--- config.mk ---
export PLATFORM = sky130hd
export DESIGN_NAME = mdu_seq
export DESIGN_NICKNAME = d
export VERILOG_FILES = /design/src/rtl/mdu_seq.sv
export SDC_FILE = /design/constraint.sdc
export NUM_CORES = 1
export LEC_CHECK = 0
export CAP_MARGIN = 20
export CORE_MARGIN = 2
export CORE_UTILIZATION = 30
export DETAILED_ROUTE_END_ITERATION = 10
export PLACE_DENSITY = 0.47
export SYNTH_ARGS = -nofsm -noshare
export SYNTH_HDL_FRONTEND = slang
export SYNTH_SLANG_ARGS = --single-unit
--- constraint.sdc ---
create_clock -name i_clk -period 5.56 [get_ports i_clk]
set_clock_uncertainty 0.1 [all_clocks]
set_input_delay 1.112 -clock i_clk [delete_from_list [all_inputs] [get_ports i_clk]]
set_output_delay 1.112 -clock i_clk [all_outputs]
set_load 0.05 [all_outputs]
--- src/rtl/mdu_seq.sv ---
// mdu_seq: iterative RV32M multiply/divide unit beside the EX ALU.
// One shift-add or restoring step per cycle, then sign fix-up.
module mdu_seq #(
  parameter int XLEN = 32
) (
  input  logic            i_clk,
  input  logic            i_rst_n,
  input  logic            i_valid,
  input  logic [2:0]      i_funct3,
  input  logic [XLEN-1:0] i_op1,
  input  logic [XLEN-1:0] i_op2,
  input  logic            i_flush,
  output logic            o_ready,
  output logic            o_busy,
  output logic            o_done,
  output logic [XLEN-1:0] o_result
);

  localparam int CW = $clog2(XLEN);
  localparam logic [XLEN-1:0] MIN_S = {1'b1, {(XLEN-1){1'b0}}};
  localparam logic [XLEN-1:0] ONES = {XLEN{1'b1}};

  typedef enum logic [1:0] {
    IDLE,
    CALC,
    FIX,
    DONE
  } state_t;

  state_t            state_q;
  logic [2:0]        f3_q;
  logic              neg_q;
  logic              s1_q;
  logic [CW-1:0]     cnt_q;
  logic [2*XLEN-1:0] acc_q;
  logic [XLEN-1:0]   b_q;
  logic [XLEN-1:0]   res_q;
  logic              done_q;

  logic            is_div;
  logic            op1_sgn;
  logic            op2_sgn;
  logic            sgn1;
  logic            sgn2;
  logic [XLEN-1:0] abs1;
  logic [XLEN-1:0] abs2;
  logic            div_zero;
  logic            div_ovf;
  logic            fast;
  logic [XLEN-1:0] fast_res;

  // Decode request: operand signedness, magnitudes and fast-path cases
  always_comb begin
    is_div  = i_funct3[2];
    op1_sgn = (i_funct3 == 3'b001) || (i_funct3 == 3'b010) ||
              (i_funct3 == 3'b100) || (i_funct3 == 3'b110);
    op2_sgn = (i_funct3 == 3'b001) || (i_funct3 == 3'b100) ||
              (i_funct3 == 3'b110);
    sgn1    = op1_sgn & i_op1[XLEN-1];
    sgn2    = op2_sgn & i_op2[XLEN-1];
    abs1    = sgn1 ? -i_op1 : i_op1;
    abs2    = sgn2 ? -i_op2 : i_op2;
    div_zero = is_div && (i_op2 == '0);
    div_ovf  = ((i_funct3 == 3'b100) || (i_funct3 == 3'b110)) &&
               (i_op1 == MIN_S) && (i_op2 == ONES);
    fast     = div_zero || div_ovf;
    fast_res = '0;
    unique case (1'b1)
      div_zero: fast_res = i_funct3[1] ? i_op1 : ONES;
      div_ovf:  fast_res = i_funct3[1] ? '0 : MIN_S;
      default:  fast_res = '0;
    endcase
  end

  logic [XLEN:0]     mul_sum;
  logic [2*XLEN-1:0] mul_next;
  logic [XLEN:0]     div_sh;
  logic [XLEN:0]     div_diff;
  logic [2*XLEN-1:0] div_next;

  // One iteration: shift-add for multiply, restoring step for divide
  always_comb begin
    mul_sum  = {1'b0, acc_q[2*XLEN-1:XLEN]} +
               (acc_q[0] ? {1'b0, b_q} : '0);
    mul_next = {mul_sum, acc_q[XLEN-1:1]};
    div_sh   = {acc_q[2*XLEN-1:XLEN], acc_q[XLEN-1]};
    div_diff = div_sh - {1'b0, b_q};
    div_next = {div_diff[XLEN] ? div_sh[XLEN-1:0]
                               : div_diff[XLEN-1:0],
                acc_q[XLEN-2:0], ~div_diff[XLEN]};
  end

  logic [2*XLEN-1:0] prod;
  logic [XLEN-1:0]   quo;
  logic [XLEN-1:0]   rem;
  logic [XLEN-1:0]   fix_res;

  // Sign fix-up and output word select
  always_comb begin
    prod = neg_q ? -acc_q : acc_q;
    quo  = neg_q ? -acc_q[XLEN-1:0] : acc_q[XLEN-1:0];
    rem  = s1_q ? -acc_q[2*XLEN-1:XLEN] : acc_q[2*XLEN-1:XLEN];
    fix_res = '0;
    unique case (1'b1)
      (f3_q == 3'b000): fix_res = prod[XLEN-1:0];
      (f3_q[2] == 1'b0 && f3_q != 3'b000):
        fix_res = prod[2*XLEN-1:XLEN];
      (f3_q[2:1] == 2'b10): fix_res = quo;
      (f3_q[2:1] == 2'b11): fix_res = rem;
      default: fix_res = '0;
    endcase
  end

  assign o_ready  = (state_q == IDLE);
  assign o_busy   = (state_q == CALC) || (state_q == FIX) ||
                    (i_valid && o_ready);
  assign o_done   = done_q;
  assign o_result = res_q;

  // Sequencer: accept, iterate, fix up, strobe result
  always_ff @(posedge i_clk or negedge i_rst_n) begin
    if (!i_rst_n) begin
      state_q <= IDLE;
      f3_q    <= '0;
      neg_q   <= 1'b0;
      s1_q    <= 1'b0;
      cnt_q   <= '0;
      acc_q   <= '0;
      b_q     <= '0;
      res_q   <= '0;
      done_q  <= 1'b0;
    end else if (i_flush) begin
      state_q <= IDLE;
      done_q  <= 1'b0;
    end else begin
      unique case (state_q)
        IDLE: begin
          done_q <= 1'b0;
          if (i_valid) begin
            f3_q  <= i_funct3;
            neg_q <= sgn1 ^ sgn2;
            s1_q  <= sgn1;
            cnt_q <= CW'(XLEN-1);
            acc_q <= {{XLEN{1'b0}}, is_div ? abs1 : abs2};
            b_q   <= is_div ? abs2 : abs1;
            if (fast) begin
              res_q   <= fast_res;
              done_q  <= 1'b1;
              state_q <= DONE;
            end else begin
              state_q <= CALC;
            end
          end
        end
        CALC: begin
          acc_q <= f3_q[2] ? div_next : mul_next;
          cnt_q <= cnt_q - CW'(1);
          if (cnt_q == '0) state_q <= FIX;
        end
        FIX: begin
          res_q   <= fix_res;
          done_q  <= 1'b1;
          state_q <= DONE;
        end
        DONE: begin
          done_q  <= 1'b0;
          state_q <= IDLE;
        end
        default: state_q <= IDLE;
      endcase
    end
  end

endmodule

==> impl_results.md <==
- Status: completed
- Largest net degree at the start of global routing: 71
- # setup viols final: 0
- Crit share post-route: 79.7%
- Max IR drop VDD: 0.277 mV
- Static leakage: 7.15 nW
- Main combinational cell family by area after synthesis: compound AO/OA/AOI/OAI gates
- Hold buffers post-CTS: 0
- Final Instance Area: roughly 0.018 mm²
- Tot Pwr: 0.0117 W
- Final Routed Wirelength: 67400 µm
- Nets: 2277
- Period minus WS final: 4.43 ns
- Core area: between 0.05 and 0.06 mm²
- RR Endpoint: acc_q[47]
- RSZ-0062 raised after global routing: false
- Worst setup SP type: input port
- Placed Area: roughly 0.017 mm²
- Critical path class: input port to flop
- Drt wl/cell: 23.9 µm
- Max-slew violation count: 0
- CP Launch Point: i_op2[7]
- WHS: 0.382 ns
- Post-Syn Area: 0.0154 mm²
- Worst path max stage delay: about 0.64 ns
- Port bufs: 105
- Layout area overhead: 15.1%
- IO Count: around 110
- Num CTS Buffers: 17
- Synth unique cells: 80
- Most frequent cells in the layout: nor2_1, nand2_1, a21oi_1, o21ai_0, dfrtp_1
- Crit path max fanout: 17
- Vert. Die Dim: ~230 µm
- CP endpoint kind: flop
- Die width: 231 µm
- Initial core utilization: 30.2%
- Final ANT Viol Nets: 0
- #FFs+latches synth: 141
- Fin. Hold Viols: 0
- Worst Reg-to-Reg Cells: 13
- Cell Pwr Density: 661 mW/mm²
- Sequential-to-total area share from yosys stat: between 20% and 30%
- Vias per inst: 5.86
- Simple-gate share of the synthesized area: 21.8%
- Total negative setup slack: 0 ns
- Syn_nets: approximately 2300
- Clock slew at reported path FFs: 0.06 ns
- Mapped Avg Cell Area: 7.33 µm²
- Xor/xnor cell area share of the yosys netlist: 9.59%
- Row count: 83
- DR iter-0 viols: 1704
- Longest Clk Path Bufs: 2
- CP max-delay cell: or4_4
- Global route overflow: 0
- Resize count post-CTS: 0
- First-pass GRT wire length: 101000 µm
- CTS tree: yes
- Ys flop type: dfrtp_1
- Worst-Skew Late Latency: 0.49 ns
- GPL Wtd Cong: 0.943
- Commonest non-fill, non-tap cell in the layout: nor2_1
- Critical Path RT: 5.86 ns
- Die Area: 0.0533 mm²
- MaxCap Viol Count: 0
- Initial antenna violation count: 0
- Async set-reset flop share out of synthesis: 100%
- CP Buf/Inv Count: 1
- DR vias: 16500
- Most frequent CP cell: or4_4
- Crit-path leading delay family: simple AND/OR/NAND/NOR gates
- Fmax: 226 MHz
- Synth warnings: 0
- Clk sinks: 141
- # Post-CTS Setup Buffers: 0
- Htree depth: 4
- Worst-Margin Slew: 1.29 ns
- Complex-gate fraction of the synthesized area: 29.2%
- Hold EP: b_q[5]
- Slew margin rel.: 12.1%
- Layout cell share with drive strength beyond 1: under 10%
- Post-synth EDFFs: 0
- Gr usage total: around a quarter
- Reg2reg setup slack: 1.28 ns
- HPWL Detailed: around 53000 µm
- Multiplexer share of the synthesized area: 4.52%
- Critical-path cell list: clkdlybuf4s50_1 > or4_4 > or4_4 > or4b_4 > or4_4 > nor2_4 > o21ai_0 > o21a_1 > o21ai_0
- Worst Hold Launch: b_q[5]
- CP Data Arrival Time: ~4.7 ns
- HP Class: flop to flop
- Antenna Cells: 0
- Reg2reg start: acc_q[32]
- Clk root buf: clkbuf_16
- Hold Path Cell Cnt: 2
- Cell count after synthesis: 2105
- Remaining DRCs: 0
- Synthesized-area fraction occupied by adder cells: 6.34%
- Pre-antenna DRT Iters: 8
- Number of global-route vias before repair: 15500
## final cells by class
type	instances	area, µm²
well taps	680	851
inverters	80	300
clock buffers	17	425
repair buffers	152	1410
fillers	5509	33300
multi-input cells	1737	11100
flip-flops and latches	141	3530
clock inverters	14	183
## synth_stat cells (12+ instances only)
cell type  instances  area share (%)
nand2b_1          15            0.61
mux2i_1           36             2.3
clkbuf_1         129             3.1
a21oi_1          201             6.5
o21ai_0          193             6.3
or3_1             23            0.93
nand2_1          211             5.1
nor4_1            24            0.97
nor2b_1           17            0.69
ha_1              75             6.1
o31ai_1           39             1.9
and3_1            13            0.53
o22ai_1           18            0.73
dfrtp_1          141              23
xnor2_1           85             4.8
o211ai_1          23             1.1
inv_1             80             1.9
a211oi_1          38             1.8
o21a_1            15            0.73
a22oi_1           20            0.97
nor2_1           220             5.3
o221ai_1          16            0.91
or2_2             13            0.53
mux2_2            30             2.2
nand4_1           27             1.1
xor2_1            84             4.8
nand3_1           39             1.3
a31oi_1           13            0.53
a21o_1            33             1.6
or4_1             20            0.97
o41ai_1           12            0.68
nor3_1            51             1.7
## flip-flops by register name, summed over array words and instances (netlist names)
name,flops
acc_q,64
b_q,32
o_result,32
cnt_q,5
f3_q,3
state_q,2
neg_q,1
o_done,1
s1_q,1
## where the power goes
part	internal (W)	total, W	switching [W]
logic	0.00296	0.00822	0.00526
registers	0.00146	0.00227	0.000813
clock network	0.000712	0.00125	0.000534
total	0.00513	0.0117	0.00661
## metrics by stage
stage / util, % / instances / setup slack [ns]
finish: 34.8 / 2821 / 1.13
global route: 34.8 / 2821 / 0.945
CTS: 34.7 / 2820 / 1.04
detailed placement: 33.5 / 2789 / 0.522
global placement: 33.5 / 2789 / 0.576
floorplan: - / 2105 / 1.44
## cell families (layout without fill, tap and decap cells)
logic type / Yosys count / count (layout)
AOI/OAI and AO/OA: 714 / 714
xor gates and xnor gates: 169 / 169
adders and majority gates: 77 / 77
buffers and inverters: 227 / 263
DFF: 141 / 141
muxes: 66 / 66
and+or+nand+nor: 711 / 711
## routing by layer
layer | share of wire (%) | up-vias | global-route usage (%) | wire length [µm]
li1 | - | 7736 | - | -
met1 | 46 | 8029 | 35.9 | 31100
met2 | 45 | 671 | 38.8 | 30200
met3 | 6.8 | 87 | 4.08 | 4560
met4 | 2.4 | 0 | 7.28 | 1610
met5 | 0 | - | 0 | 0
## how the worst max path moves through the flow
stage | end | slack, ns | depth (start not counted)
2_1_floorplan | o_result[24] | 1.44 | 8
3_3_place_gp | o_result[2] | 0.58 | 9
3_5_place_dp | o_result[4] | 0.52 | 9
4_1_cts | o_result[4] | 1.04 | 9
5_1_grt | o_result[27] | 0.95 | 9
6_report | o_result[27] | 1.13 | 9
## worst register-to-register path: stages (launching register included)
cell and delay (ns):
dfrtp_1 0.64, inv_1 0.21, fa_1 0.49, nor2b_1 0.20, o211ai_1 0.14, a21bo_2 0.26, a211oi_1 0.32, o21ai_0 0.17
buf_4 0.18, a41o_1 0.37, nor2_2 0.38, buf_4 0.30, mux2i_1 0.28, o21ai_0 0.10
No activity file was read; power rests on OpenSTA's default activity.
